File: config.mk
export PLATFORM = sky130hd
export DESIGN_NAME = int_ctrl_n
export DESIGN_NICKNAME = d
export VERILOG_FILES = /design/src/rtl/int_ctrl_n.sv
export SDC_FILE = /design/constraint.sdc
export NUM_CORES = 1
export LEC_CHECK = 0
export CAP_MARGIN = 20
export CORE_MARGIN = 4
export CORE_UTILIZATION = 55
export DETAILED_ROUTE_END_ITERATION = 8
export DONT_BUFFER_PORTS = 1
export PLACE_DENSITY = 0.82
export SKIP_CTS_REPAIR_TIMING = 1
export SLEW_MARGIN = 20
export SYNTH_ARGS = -nofsm -noshare
export SYNTH_HDL_FRONTEND = slang
export SYNTH_SLANG_ARGS = --single-unit
File: constraint.sdc
create_clock -name clk -period 1.5 [get_ports clk]
set_clock_uncertainty 0.1 [all_clocks]
set_input_delay 0.3 -clock clk [delete_from_list [all_inputs] [get_ports clk]]
set_output_delay 0.3 -clock clk [all_outputs]
set_load 0.005 [all_outputs]
File: src/rtl/int_ctrl_n.sv
// int_ctrl_n: Z80 mode-2 style interrupt controller with NCH prioritised channels.
// Channel 0 has the highest priority. The M1/IORQ bus signals are synchronised to
// clk; an M1 falling edge latches the winning channel (pri) and the following IORQ
// falling edge inside that M1 acknowledges it.
// Build option: define INT_CTRL_NESTING_EN to add in-service tracking (isr) that
// blocks the in-service channel and everything of lower priority until eoi_wr.
module int_ctrl_n #(
    parameter int         NCH     = 3,
    parameter logic [6:0] ENA_RST = 7'b0000001
) (
    input  logic           clk,
    input  logic           rst_n,
    input  logic           m1_n,
    input  logic           iorq_n,
    output logic           int_n,
    input  logic [7:0]     din,
    input  logic           ena_wr,
    input  logic           req_wr,
    input  logic           eoi_wr,
    input  logic [NCH-1:0] int_stbs,
    output logic [7:0]     req_rd,
    output logic [7:0]     ena_rd,
    output logic [7:0]     isr_rd,
    output logic [2:0]     vec_idx
);

    logic           m1_s1, m1_s2, m1_d;
    logic           io_s1, io_s2, io_d;
    logic           m1_start, ack;
    logic [NCH-1:0] req, ena, pri;
    logic [NCH-1:0] req_nx, ena_nx, pri_nx;
    logic [NCH-1:0] blocked, pending;

    // Two-flop synchronisers plus a previous-value flop for falling-edge detection
    always_ff @(posedge clk or negedge rst_n) begin
        if (!rst_n) begin
            m1_s1 <= 1'b1;
            m1_s2 <= 1'b1;
            m1_d  <= 1'b1;
            io_s1 <= 1'b1;
            io_s2 <= 1'b1;
            io_d  <= 1'b1;
        end else begin
            m1_s1 <= m1_n;
            m1_s2 <= m1_s1;
            m1_d  <= m1_s2;
            io_s1 <= iorq_n;
            io_s2 <= io_s1;
            io_d  <= io_s2;
        end
    end

    assign m1_start = m1_d & ~m1_s2;
    assign ack      = io_d & ~io_s2 & ~m1_s2;
    assign pending  = req & ena & ~blocked;

    // Lowest-index pending channel as a one-hot vector (zero when nothing pending)
    always_comb begin
        pri_nx = '0;
        for (int i = NCH - 1; i >= 0; i--) begin
            if (pending[i]) begin
                pri_nx    = '0;
                pri_nx[i] = 1'b1;
            end
        end
    end

    // Next enable and request values; strobes override the ack-clear, which overrides req_wr
    always_comb begin
        ena_nx = ena;
        req_nx = req;
        for (int i = 0; i < NCH; i++) begin
            if (ena_wr && din[i]) ena_nx[i] = din[7];
            if (req_wr && din[i]) req_nx[i] = din[7];
        end
        if (ack) req_nx = req_nx & ~pri;
        req_nx = req_nx | int_stbs;
    end

    // Control registers, priority latch and the registered INT request
    always_ff @(posedge clk or negedge rst_n) begin
        if (!rst_n) begin
            ena   <= ENA_RST[NCH-1:0];
            req   <= '0;
            pri   <= '0;
            int_n <= 1'b1;
        end else begin
            ena   <= ena_nx;
            req   <= req_nx;
            int_n <= ~(|pending);
            if (m1_start) pri <= pri_nx;
        end
    end

`ifdef INT_CTRL_NESTING_EN
    logic [NCH-1:0] isr, isr_nx;

    // EOI retires the highest-priority in-service channel; ack marks the acknowledged one
    always_comb begin
        isr_nx = isr;
        if (eoi_wr) isr_nx = isr & (isr - NCH'(1));
        if (ack)    isr_nx = isr_nx | pri;
    end

    // In-service register
    always_ff @(posedge clk or negedge rst_n) begin
        if (!rst_n) isr <= '0;
        else        isr <= isr_nx;
    end

    // A channel is blocked when it or any higher-priority channel is in service
    always_comb begin
        logic acc;
        acc     = 1'b0;
        blocked = '0;
        for (int j = 0; j < NCH; j++) begin
            acc        = acc | isr[j];
            blocked[j] = acc;
        end
    end

    assign isr_rd = 8'(isr);
`else
    assign blocked = '0;
    assign isr_rd  = 8'h00;
`endif

    assign req_rd = 8'(req);
    assign ena_rd = 8'(ena);

    // Vector index follows the latched priority vector; 7 when nothing was latched
    always_comb begin
        vec_idx = 3'd7;
        for (int i = 0; i < NCH; i++) begin
            if (pri[i]) vec_idx = 3'(i);
        end
    end

endmodule

**Yosys cells after proc, flatten, opt, wreduce, memory -nomap -nowiden**

Index checks and enable logic that the tools add are counted.

- Muxes and demuxes: 10
- Bitwise logic cells: 10
- Reductions and logical operators: 7

Operators with widths:

| cell | number |
|---|---|
| 3-bit two-way mux | 7 |
| 3-bit bitwise AND | 2 |
| 1-bit logical AND | 6 |
| 1-bit bitwise AND | 3 |
| 1-bit two-way mux | 3 |
| 1-bit inverter | 3 |
| 3-bit inverter | 1 |
| 3-bit OR | 1 |
| 3-bit OR reduction | 1 |

- Flip-flop bits (word level): 16
- Input bits: 18
- Logic and storage cells: 39

**Longest topological paths before layout**

Gate-level depths: netlist (run 1).

- Word-level depth: 5
- Depth in mapped cells: 3

**Worst setup path after synthesis (run 1)**

No wires, ideal clock.

- Kind: reg-to-reg
- Start: reg io_d
- End: reg req[0]
- Arrival: 0.980 ns
- Required time: 1.282 ns
- Slack: 0.302 ns
- Stages on the path, launching flop included: 4
- Path buffers: 0
- Period minus slack after synthesis: 1.198 ns
- Cells stage by stage: dfstp_2 nor3b_1 nand2_1 a21o_1

- Word-level cells in the longest chain between the ends: 4

RTL lines:

| element | line | text |
|---|---|---|
| from (decl) | 28 | `logic io_s1, io_s2, io_d;` |
| from (signal assigned) | 49 | `io_d <= io_s2;` |
| 1-bit bitwise AND (2 in series) | 54 | `assign ack = io_d & ~io_s2 & ~m1_s2;` |
| 3-bit two-way mux | 76 | `if (ack) req_nx = req_nx & ~pri;` |
| 3-bit OR | 77 | `req_nx = req_nx \| int_stbs;` |
| net req_nx[0] | 31 | `logic [NCH-1:0] req_nx, ena_nx, pri_nx;` |
| to (signal assigned) | 89 | `req <= req_nx;` |
| to (decl) | 30 | `logic [NCH-1:0] req, ena, pri;` |

The timed path passes the listed nets, and every way through them passes these cells.
A chain may end at the register's enable or synchronous reset.

**Worst setup path after layout (run 1)**

- Start: reg pri[1]
- End: out vec_idx[2]

- Word-level cells in the longest chain between the ends: 2

RTL lines:

| element | line | text |
|---|---|---|
| from (decl) | 30 |  |
| from (signal assigned) | 91 | `if (m1_start) pri <= pri_nx;` |
| 3-bit two-way mux (2 in series) | 135 | `if (pri[i]) vec_idx = 3'(i);` |
| to (decl) | 24 | `output logic [2:0] vec_idx` |

Every way passes these cells.

==> impl_metrics.env, run 1 <==
export IMPL_status="complete, no violations"
export IMPL_start_kind="flop"
export IMPL_htree_levels=1
export IMPL_cts_path_max_buffers=2
export IMPL_cts_made_buffers=3
export IMPL_synth_seq_area_share_pct=53.86
export IMPL_synth_area_leader_cell="dfstp_2"
export IMPL_grt_overflow_total=0
export IMPL_p_int_mw=0.6843
export IMPL_setup_tns_final_ns=0
export IMPL_layout_common_cells="18 x conb_1, 15 x nand2_1, 8 x dfstp_2, 8 x dfrtp_1, 4 x dlygate4sd3_1"
export IMPL_drc=0
export IMPL_finalHoldViolCount=0
export IMPL_wl_per_cell_um=12.09
export IMPL_grt_max_degree=17
export IMPL_dpl_hpwl_um=912.6
export IMPL_slew_headroom_pct=56.67
export IMPL_switching_share_pct=24.62
export IMPL_row_count=13
export IMPL_grt_setup_unrepaired="false"
export IMPL_top_layer="met4"
export IMPL_syn_cell_area_um2=762.0
export IMPL_drv_slew=0
export IMPL_synth_area_per_cell_um2=10.73
export IMPL_power_switching_mw=0.2236
export IMPL_crit_fanout=5
export IMPL_synth_top_area_share_pct=27.59
export IMPL_worstPathCellList="nor3_1"
export IMPL_drive_gt1_share_pct=20.51
export IMPL_min_path_type="input port to flop"
export IMPL_ys_ff_latch=16
export IMPL_ios=46
export IMPL_met3_length_um=147
export IMPL_ys_warn_count=0
export IMPL_leakage_nw=0.3500
export IMPL_post_drt_via_cell_ratio=4.742
export IMPL_vias=441
export IMPL_fin_crit_ns=1.382
export IMPL_cts_tree="built"
export IMPL_setup_viol=0
export IMPL_wl_met2_um=521
export IMPL_gp_congestion=0.7022
export IMPL_place_ws_ns=0.1792
export IMPL_antenna_left=0
export IMPL_wl_met1_um=450
export IMPL_die_w_um=45.22
export IMPL_fin_nets=97
export IMPL_post_route_period_util_pct=92.11
export IMPL_required_ns=1.10
export IMPL_ys_types=17
export IMPL_crit_slowest_cell="dfrtp_1"
export IMPL_crit_buf_inv=0
export IMPL_power_total_mw=0.9079
export IMPL_wirelength_um=1124
export IMPL_layout_setup_ws_ns=0.1183
export IMPL_drv_cap=0
export IMPL_dr_pass1_iters=4
export IMPL_design_area_um2=790.8
export IMPL_clk_latency_ns=0.27
export IMPL_clkSinkCount=16
export IMPL_path_delay_family="flip-flops"
export IMPL_crit_arrival_ns=0.98
export IMPL_p_clk_share_pct=29.3
export IMPL_syn_to_final_growth_pct=3.777
export IMPL_cts_clk_slew_worst_paths_ns=0.09
export IMPL_grt_use_total_pct=12.72
export IMPL_hold_ws_ns=0.01634
export IMPL_first_global_vias=416
export IMPL_diodes=0
export IMPL_critical_path_class="flop to primary output"
export IMPL_seq_power_share_pct=58.6
export IMPL_core_area_mm2=0.001301
export IMPL_antenna_found_initial=0
export IMPL_dpl_cell_area_um2=709.4
export IMPL_comb_power_share_pct=12.1
export IMPL_crit_path_end_kind="primary output"
export IMPL_tightest_slew_ns=0.6479
export IMPL_grt_pass1_wl_um=1842
export IMPL_drtIter0Drc=3
export IMPL_initial_core_util_pct=58.56
export IMPL_syn_instance_count=71
export IMPL_power_per_cell_area_mw_per_mm2=1148
export IMPL_peakVddDrop_mv=0.7541
export IMPL_fmax_mhz=723.8
export IMPL_worst_path_largest_cell_delay_ns=0.44
export IMPL_synth_area_top_cells="dfstp_2 28%, dfrtp_1 26%, buf_4 18%"
export IMPL_nFillCells=105
export IMPL_root_buffer="clkbuf_4"
export IMPL_final_common_cell="conb_1"
export IMPL_portBuffers=0
export IMPL_die_h_um=45.22
export IMPL_dieArea_mm2=0.002045
-- synth_stat cells --
master,count
o21ai_0,3
o21bai_1,1
nand2b_1,1
a21oi_1,2
mux2_1,3
dfstp_2,8
conb_1,1
buf_4,18
nor3_1,1
a21o_1,3
nand4_1,1
nand3_1,1
nor3b_1,1
dfrtp_1,8
inv_1,1
nand2_1,15
mux2_2,3
-- stage by stage --
step,std cells,util (%)
floorplan,88,-
global placement,85,54.52
detailed placement,85,54.52
CTS,89,57.31
global route,93,60.77
finish,93,60.77
-- sequential cells by signal, indices dropped and copies added (netlist names) --
name and cells:
ena 3, pri 3, req 3, int_n 1, io_d 1, io_s1 1
io_s2 1, m1_d 1, m1_s1 1, m1_s2 1
-- final cells by class --
| class | instances | area [um^2] | area share, % |
|---|---|---|---|
| clock buffers | 4 | 36.28 | 4.589 |
| inverters | 1 | 3.754 | 0.4747 |
| multi-input cells | 53 | 281.5 | 35.60 |
| flip-flops and latches | 16 | 410.4 | 51.90 |
| well taps | 15 | 18.77 | 2.373 |
| repair buffers | 4 | 40.04 | 5.063 |
-- power by group through the flow --
stage / Sequential (mW) / Clock, mW / Combinational, mW
after floorplan: 0.527 / 0 / 0.117
after global placement: 0.537 / 0 / 0.0909
after detailed placement: 0.541 / 0 / 0.0941
after CTS: 0.533 / 0.277 / 0.0945
after global routing: 0.542 / 0.297 / 0.127
final: 0.532 / 0.266 / 0.109
-- layer usage --
layer  up-vias  track usage [%]
met5         -                0
met4         0            5.263
met3         2            5.578
met2        31            18.64
met1       198            16.41
li1        210                -
-- kinds of logic (layout without fill, tap and decap cells) --
group	count (synthesis)	count (layout)	share of synthesized area, %
AOI/OAI and AO/OA	9	9	7.225
muxes	6	6	8.866
and+or+nand+nor	20	20	11.33
DFF	16	16	53.86
buffers and inverters	19	9	18.23
other	1	18	0.4921
-- final timing paths --
kind	start	endpoint	slack (ns)	cells after the start
worst max register to register	io_d	req[0]	0.30	3
max in group asynchronous	rst_n	req[2]	0.50	1
worst max-delay path	pri[1]	vec_idx[2]	0.12	1
worst min register to register	m1_s1	m1_s2	0.26	0
min in group asynchronous	rst_n	req[1]	0.39	1
worst min-delay path	int_stbs[2]	req[2]	0.02	1
Note: power is estimated with default switching activity, not from simulation.
==> inputs of run 2 (changes only) <==
--- a/config.mk
+++ b/config.mk
@@ -5,7 +5,6 @@
 export SDC_FILE = /design/constraint.sdc
 export NUM_CORES = 1
 export LEC_CHECK = 0
-export CAP_MARGIN = 20
 export CORE_MARGIN = 4
 export CORE_UTILIZATION = 55
 export DETAILED_ROUTE_END_ITERATION = 8
==> results of run 2 <==
No change in the layout: final DEF, timing and power equal those of run 1.
